==> src/rtl/cfu_pkg.sv <==
// Shared CFU command encoding and sequencer state type.
// Responders and the sequencer both build function_id from these constants.
package cfu_pkg;

  localparam logic [6:0] F7_ADD        = 7'd0;
  localparam logic [6:0] F7_RESET      = 7'd1;
  localparam logic [6:0] F7_SET_OFFSET = 7'd2;
  localparam logic [6:0] F7_FULLY      = 7'd3;
  localparam logic [2:0] FUNCT3        = 3'd0;

  typedef enum logic [3:0] {
    ST_IDLE,
    ST_CFG_CMD,
    ST_CFG_RSP,
    ST_CLR_CMD,
    ST_CLR_RSP,
    ST_RD,
    ST_CAP,
    ST_MAC_CMD,
    ST_MAC_RSP,
    ST_DONE
  } state_t;

  function automatic logic [9:0] pack_function_id(input logic [6:0] f7);
    return {f7, FUNCT3};
  endfunction

  function automatic logic [31:0] sext9(input logic [8:0] v);
    return {{23{v[8]}}, v};
  endfunction

endpackage

==> src/rtl/cfu_mac_sequencer.sv <==
// CFU initiator: SET_OFFSET, RESET, then one MAC per fetched operand word pair.
// At most one command outstanding; result and a done pulse at the end of each run.
module cfu_mac_sequencer
  import cfu_pkg::*;
#(
  parameter int ADDR_W = 10,
  parameter int LEN_W  = 11
) (
  input  logic              clk,
  input  logic              reset,
  input  logic              start,
  input  logic [LEN_W-1:0]  len,
  input  logic [ADDR_W-1:0] act_base,
  input  logic [ADDR_W-1:0] wgt_base,
  input  logic [8:0]        input_offset,
  input  logic [8:0]        filter_offset,
  input  logic              fully,
  output logic              mem_rd_en,
  output logic [ADDR_W-1:0] act_addr,
  output logic [ADDR_W-1:0] wgt_addr,
  input  logic [31:0]       act_rdata,
  input  logic [31:0]       wgt_rdata,
  output logic              cmd_valid,
  input  logic              cmd_ready,
  output logic [9:0]        cmd_payload_function_id,
  output logic [31:0]       cmd_payload_inputs_0,
  output logic [31:0]       cmd_payload_inputs_1,
  input  logic              rsp_valid,
  output logic              rsp_ready,
  input  logic [31:0]       rsp_payload_outputs_0,
  output logic              busy,
  output logic              done,
  output logic [31:0]       result
);

  state_t            state;
  logic [LEN_W-1:0]  len_q;
  logic [LEN_W-1:0]  idx;
  logic [LEN_W-1:0]  next_idx;
  logic              last_word;
  logic [ADDR_W-1:0] act_base_q;
  logic [ADDR_W-1:0] wgt_base_q;
  logic              fully_q;

  assign next_idx  = idx + LEN_W'(1);
  assign last_word = (idx == len_q - LEN_W'(1));

  assign busy      = (state != ST_IDLE);
  assign rsp_ready = (state == ST_CFG_RSP) || (state == ST_CLR_RSP) ||
                     (state == ST_MAC_RSP);

  always_ff @(posedge clk or posedge reset) begin
    if (reset) begin
      state                   <= ST_IDLE;
      len_q                   <= '0;
      idx                     <= '0;
      act_base_q              <= '0;
      wgt_base_q              <= '0;
      fully_q                 <= 1'b0;
      mem_rd_en               <= 1'b0;
      act_addr                <= '0;
      wgt_addr                <= '0;
      cmd_valid               <= 1'b0;
      cmd_payload_function_id <= '0;
      cmd_payload_inputs_0    <= '0;
      cmd_payload_inputs_1    <= '0;
      done                    <= 1'b0;
      result                  <= '0;
    end else begin
      done      <= 1'b0;
      mem_rd_en <= 1'b0;
      case (state)
        ST_IDLE: begin
          if (start) begin
            len_q                   <= len;
            act_base_q              <= act_base;
            wgt_base_q              <= wgt_base;
            fully_q                 <= fully;
            idx                     <= '0;
            cmd_valid               <= 1'b1;
            cmd_payload_function_id <= pack_function_id(F7_SET_OFFSET);
            cmd_payload_inputs_0    <= sext9(input_offset);
            cmd_payload_inputs_1    <= sext9(filter_offset);
            state                   <= ST_CFG_CMD;
          end
        end
        ST_CFG_CMD: begin
          if (cmd_ready) begin
            cmd_valid <= 1'b0;
            state     <= ST_CFG_RSP;
          end
        end
        ST_CFG_RSP: begin
          if (rsp_valid) begin
            cmd_valid               <= 1'b1;
            cmd_payload_function_id <= pack_function_id(F7_RESET);
            cmd_payload_inputs_0    <= '0;
            cmd_payload_inputs_1    <= '0;
            state                   <= ST_CLR_CMD;
          end
        end
        ST_CLR_CMD: begin
          if (cmd_ready) begin
            cmd_valid <= 1'b0;
            state     <= ST_CLR_RSP;
          end
        end
        ST_CLR_RSP: begin
          if (rsp_valid) begin
            result <= rsp_payload_outputs_0;
            if (len_q == '0) begin
              done  <= 1'b1;
              state <= ST_DONE;
            end else begin
              mem_rd_en <= 1'b1;
              act_addr  <= act_base_q;
              wgt_addr  <= wgt_base_q;
              state     <= ST_RD;
            end
          end
        end
        ST_RD: begin
          state <= ST_CAP;
        end
        // Read data lands this cycle; it goes straight into the held payload.
        ST_CAP: begin
          cmd_valid               <= 1'b1;
          cmd_payload_function_id <= pack_function_id(fully_q ? F7_FULLY : F7_ADD);
          cmd_payload_inputs_0    <= act_rdata;
          cmd_payload_inputs_1    <= wgt_rdata;
          state                   <= ST_MAC_CMD;
        end
        ST_MAC_CMD: begin
          if (cmd_ready) begin
            cmd_valid <= 1'b0;
            state     <= ST_MAC_RSP;
          end
        end
        ST_MAC_RSP: begin
          if (rsp_valid) begin
            result <= rsp_payload_outputs_0;
            if (last_word) begin
              done  <= 1'b1;
              state <= ST_DONE;
            end else begin
              idx       <= next_idx;
              mem_rd_en <= 1'b1;
              // Buffer addresses wrap modulo 2^ADDR_W.
              act_addr  <= act_base_q + next_idx[ADDR_W-1:0];
              wgt_addr  <= wgt_base_q + next_idx[ADDR_W-1:0];
              state     <= ST_RD;
            end
          end
        end
        ST_DONE: begin
          state <= ST_IDLE;
        end
        default: begin
          state <= ST_IDLE;
        end
      endcase
    end
  end

endmodule

==> config.mk <==
export PLATFORM = sky130hd
export DESIGN_NAME = cfu_mac_sequencer
export DESIGN_NICKNAME = d
export VERILOG_FILES = /design/src/rtl/cfu_pkg.sv /design/src/rtl/cfu_mac_sequencer.sv
export SDC_FILE = /design/constraint.sdc
export NUM_CORES = 1
export LEC_CHECK = 0
export ABC_AREA = 1
export CELL_PAD_IN_SITES_DETAIL_PLACEMENT = 1
export CELL_PAD_IN_SITES_GLOBAL_PLACEMENT = 2
export CORE_ASPECT_RATIO = 1.4
export CORE_MARGIN = 2
export CORE_UTILIZATION = 27
export CTS_CLUSTER_DIAMETER = 50
export DETAILED_ROUTE_END_ITERATION = 16
export PLACE_DENSITY = 0.88
export SYNTH_ARGS = -nofsm -noshare
export SYNTH_HDL_FRONTEND = slang
export SYNTH_SLANG_ARGS = --single-unit
==> constraint.sdc <==
create_clock -name clk -period 7.5 [get_ports clk]
set_input_delay 1.5 -clock clk [delete_from_list [all_inputs] [get_ports clk]]
set_output_delay 1.5 -clock clk [all_outputs]
set_load 0.01 [all_outputs]
Yosys cells after proc, flatten, opt, wreduce, memory -nomap -nowiden

Index checks and enable logic that the tools add are counted.

$add $sub $neg: 4
Equality and inequality tests: 19
Multiplexer cells: 47
Reduce and logical (&&, ||, !) cells: 18

Operator list:

| operator              | number |
|---|---|
| $pmux 32 s3           | 2 |
| $mux 10               | 10 |
| $mux 32               | 3 |
| $pmux 10 s2           | 2 |
| $mux 4                | 9 |
| $pmux 4 s9            | 1 |
| $mux 11               | 3 |
| $pmux 10 s3           | 1 |
| $pmux 11 s2           | 1 |
| $add 10x10->10        | 2 |
| $ne 2x2->1 const B    | 9 |
| $eq 4x3->1 const B    | 4 |
| $add 11x1->11 const B | 1 |
| $eq 11x11->1          | 1 |
| $logic_not 11->1      | 1 |
| $mux 1                | 11 |
| $sub 11x1->11 const B | 1 |
| $eq 4x2->1 const B    | 2 |
| $reduce_and 4->1      | 2 |
| $reduce_bool 4->1     | 2 |
| $reduce_and 7->1      | 1 |
| $reduce_and 5->1      | 1 |
| $eq 4x1->1 const B    | 1 |
| $eq 4x4->1 const B    | 1 |
| other kinds (12)      | 16 |

Bits in registers: 176
Output and inout port bits: 131

Logic depth before layout (Yosys ltp)

Depth in word-level cells: 5
Gate-level depth with buffers: 20

Least setup slack after synthesis

No wires, ideal clock.

Kind: reg2out
Start: reg state[0]
End: out rsp_ready
Arrival: 1.381 ns
Setup slack: 4.619 ns
Stages on the path, launching flop included: 6
Buffers on the path: 2
Cells stage by stage: dfrtp_1 -> nor2_1 -> nand2_1 -> clkbuf_1 -> clkbuf_1 -> o21ai_0

Word-level cells in the longest chain between the ends: 3
Elaborated cells on any way between the ends: 5
Those cells by class: 3 x eq/ne; 2 x reduce/logical

Ends and longest elaborated chain:

| item                                     | line                    | source |
|---|---|---|
| from (decl)                              | cfu_mac_sequencer.sv:36 | `state_t state;` |
| from (signal assigned)                   | cfu_mac_sequencer.sv:54 | `state <= ST_IDLE;` |
| from (signal assigned)                   | cfu_mac_sequencer.sv:84 | `state <= ST_CFG_CMD;` |
| from (signal assigned)                   | cfu_mac_sequencer.sv:90 | `state <= ST_CFG_RSP;` |
| $eq 4x2->1 or $eq 4x3->1 (tied branches) | cfu_mac_sequencer.sv:49 | `assign rsp_ready = (state == ST_CFG_RSP) \|\| (state == ST_CLR_RSP) \|\|` |
| $logic_or 1x1->1                         | cfu_mac_sequencer.sv:49 |  |
| $logic_or 1x1->1 *                       | cfu_mac_sequencer.sv:49 |  |
| to (decl)                                | cfu_mac_sequencer.sv:29 | `output logic rsp_ready,` |

Every way passes the cells marked *; elsewhere a longest branch is shown, timed or not.

Final worst setup path

Same ends and word-level chain as after synthesis.

==> summary.txt <==
Timing
  – Slew headroom: 36.5%
  – Actual slew at the worst max-slew pin: 953 ps
  – F_max: 209 MHz
  – Skew final: 10.7 ps
  – Final hold vios: 0
  – Period utilization: 63.9%
  – RSZ-0062 raised after global routing: false
  – Max-slew violations: 0
  – Tmin final: 4790 ps
  – Final-report setup violation count: 0
  – Final TNS setup: 0 ps

Global route
  – Largest net degree at the start of global routing: 101
  – First-pass GRT wire length: 50100 um
  – Vias in the first global route: 9080
  – Grt ovf: 0
  – Initial antenna violation count: 8
  – Global Route Usage Sum: 18.0%

Pwr
  – PD cells: 405 nW/um^2
  – Worst-case vdd ir drop: 0.000255 V
  – Leak: 0.00583 uW

Worst setup path
  – Reg2reg end: cmd_payload_inputs_0[20]
  – Slowest-stage cell, CP: nand2_1
  – CP Buf/Inv Count: 2
  – Worst Path Arrival: 3290 ps
  – CP Class: flop to primary output
  – R2R Path Start: state[0]
  – Critical Path Start Type: flop
  – Crit Path Max Fanout: 67
  – Crit-path max cell delay: 640 ps
  – CP endpoint kind: primary output
  – Worst Path Required: 6000 ps
  – Critical Path, Cell by Cell: nor2_4 > buf_4 > nand2_1 > o21ai_0 > clkdlybuf4s50_1
  – Cells on worst reg2reg path: 9
  – Top Family by Delay on Critical Path: buffers and inverters
  – R2R setup slack: 3340 ps

Clock tree
  – Setup Buffers After CTS: 0
  – Worst-path clk slew: 70 ps
  – CTS sink cnt: 168
  – Root Buffer: clkbuf_16
  – CTS tree: built
  – Maximum level of the CTS H-tree: 4
  – Inserted Clock Buffers: 17
  – Clock latency on the worst-skew pair: 450 ps
  – Post-CTS Hold Fix Bufs: 0
  – Post_cts resized: 0
  – Longest Clk Path Bufs: 2

Job
  – Maximum capacitance violations: 0

Yosys
  – Syn avg cell area: 7.99 um^2
  – Mapped Cells: 1141
  – Mapped cell area: 9120 um^2
  – Yosys reg bits: 168
  – Sequential element share of the synthesized area: 46.1%
  – Yosys warns: 0
  – Post-synthesis cell type count: 41

Drt
  – Vias: 8695
  – DRT iter0 DRCs: 335
  – 1st-pass router iterations: 4
  – Vias per cell: 4.73
  – Routed wire length: 31400 um
  – DR WL/cell: 17.1 um
  – DRC violations left: 0
  – Final ANT Viol Nets: 0

Die
  – Boundary pin count: 282
  – Initial Utilization: 27.5%
  – Die area: 35300 um^2
  – Chip Width: 159 um
  – Core ar.: 33200 um^2
  – Row cnt: 79
  – Die Ht: 221 um

Worst hold path
  – Worst Hold End: result[4]
  – WHS Path Cells: 2
  – Worst min path class: flop to flop
  – Hold Crit Start: result[4]

Finish
  – Area of the multi-input gates: 4300 um^2
  – Final cell area excluding filler cells: 12700 um^2
  – Fill cells: 3986
  – Area grow syn2layout: 39.8%
  – Layout Nets: 1546
  – Share of cells above drive strength 1: 5.70%
  – Register area: 4200 um^2

Placement
  – Dpl cell area: 12100 um^2
  – Hpwl dp: 22900 um
  – GPL Wtd Cong: 0.820
  – Port bufs: 273

Run status
  – Outcome: finished, final reports clean
## flip-flops by register name (all words and copies together), names as in the netlist
| signal | flops |
|---|---|
| mem_rd_en | 1 |
| result | 32 |
| act_base_q | 10 |
| len_q | 11 |
| cmd_payload_inputs_0 | 32 |
| state | 4 |
| cmd_payload_inputs_1 | 32 |
| act_addr | 10 |
| done | 1 |
| wgt_addr | 10 |
| idx | 11 |
| wgt_base_q | 10 |
| fully_q | 1 |
| cmd_valid | 1 |
| cmd_payload_function_id | 2 |
## per-stage QoR
stage / utilization (%) / power [uW] / hold slack, ps / setup WS [ps] / std cells
2_1_floorplan: - / 3140 / 491 / 1450 / 1148
3_3_place_gp: 36.5 / 4200 / 453 / 2670 / 1799
3_5_place_dp: 36.5 / 4280 / 460 / 2550 / 1799
4_1_cts: 38.3 / 5240 / 476 / 2630 / 1830
5_1_grt: 38.4 / 5560 / 487 / 2460 / 1838
6_report: 38.4 / 5150 / 472 / 2710 / 1838
## report_power, final
part / leakage (uW) / internal, uW / switching (uW) / total [uW]
sequential: 0.00203 / 1320 / 281 / 1600
clock: 0.000284 / 534 / 393 / 927
combinational: 0.00352 / 1190 / 1430 / 2620
total: 0.00583 / 3050 / 2100 / 5150
## metal layers
layer	vias up	GRT usage (%)	part of all wire (%)
met5	-	0	0
met4	0	9.74	4.1
met3	57	4.20	4.8
met2	231	31.3	50
met1	4195	20.3	41
li1	4212	-	-
## synth_stat cells (all sizes together)
| cell | n | area [um^2] |
|---|---|---|
| o211ai | 1 | 7.51 |
| nand3b | 3 | 22.5 |
| ha | 20 | 250 |
| nor2 | 75 | 325 |
| xnor2 | 8 | 70.1 |
| clkbuf | 27 | 103 |
| mux2 | 14 | 158 |
| nand2 | 369 | 1400 |
| nand4 | 30 | 188 |
| nor3 | 4 | 31.3 |
| dfrtp | 168 | 4200 |
| conb | 1 | 3.75 |
| o22ai | 1 | 6.26 |
| inv | 77 | 289 |
| a211oi | 1 | 7.51 |
| o21ai | 23 | 115 |
| o21bai | 3 | 22.5 |
| nand3 | 159 | 811 |
| a21o | 3 | 22.5 |
| a21oi | 29 | 149 |
| o21a | 48 | 360 |
| fa | 2 | 40.0 |
| a31oi | 2 | 12.5 |
| or2 | 1 | 6.26 |
| xor2 | 10 | 87.6 |
| buf | 46 | 272 |
| a32o | 16 | 160 |
## tightest hold or removal path, delay by kind of cell (launching register included)
family | cells | cell delay, ps
and+or+nand+nor | 2 | 100
DFF | 1 | 340
## worst max path at each step
stage                   start  cells past startpoint                        to
global route         state[0]                      5                 rsp_ready
global placement    rsp_valid                     10  cmd_payload_inputs_0[16]
detailed placement  rsp_valid                     10  cmd_payload_inputs_0[29]
CTS                  state[0]                      5                 rsp_ready
floorplan               reset                      1               act_addr[0]
finish               state[0]                      5                 rsp_ready
## placed cells by master (no fill, tap or decap), drive strengths merged, types with 2 or more instances in the layout
cell / count
nor2: 75
o21bai: 3
a21oi: 29
clkdlybuf4s50: 273
nand3: 159
nand3b: 3
clkbuf: 21
a21o: 3
clkinvlp: 2
dfrtp: 168
inv: 79
a31oi: 2
nand4: 30
nor3: 4
ha: 20
mux2: 14
conb: 8
bufinv: 3
a32o: 16
fa: 2
diode: 8
xor2: 10
o21a: 48
buf: 6
nand2: 369
xnor2: 8
o21ai: 23
clkinv: 3
## logic make-up after synthesis
| group | synth area share (%) |
|---|---|
| flops | 46.1 |
| buf+inv | 7.27 |
| simple gates | 30.5 |
| mux | 1.73 |
| xor+xnor | 1.73 |
| fa+ha+maj | 3.18 |
| other cells | 0.0411 |
| compound gates | 9.47 |
## area by class of cell
| class | instances | area share [%] |
|---|---|---|
| multi-input cells | 830 | 33.7 |
| flip-flops and latches | 168 | 33.0 |
| repair buffers | 279 | 21.8 |
| well taps | 445 | 4.37 |
| clock buffers | 21 | 3.53 |
| inverters | 77 | 2.31 |
| clock inverters | 10 | 1.14 |
| diodes | 8 | 0.157 |
Power figures use the tool's default switching activity.
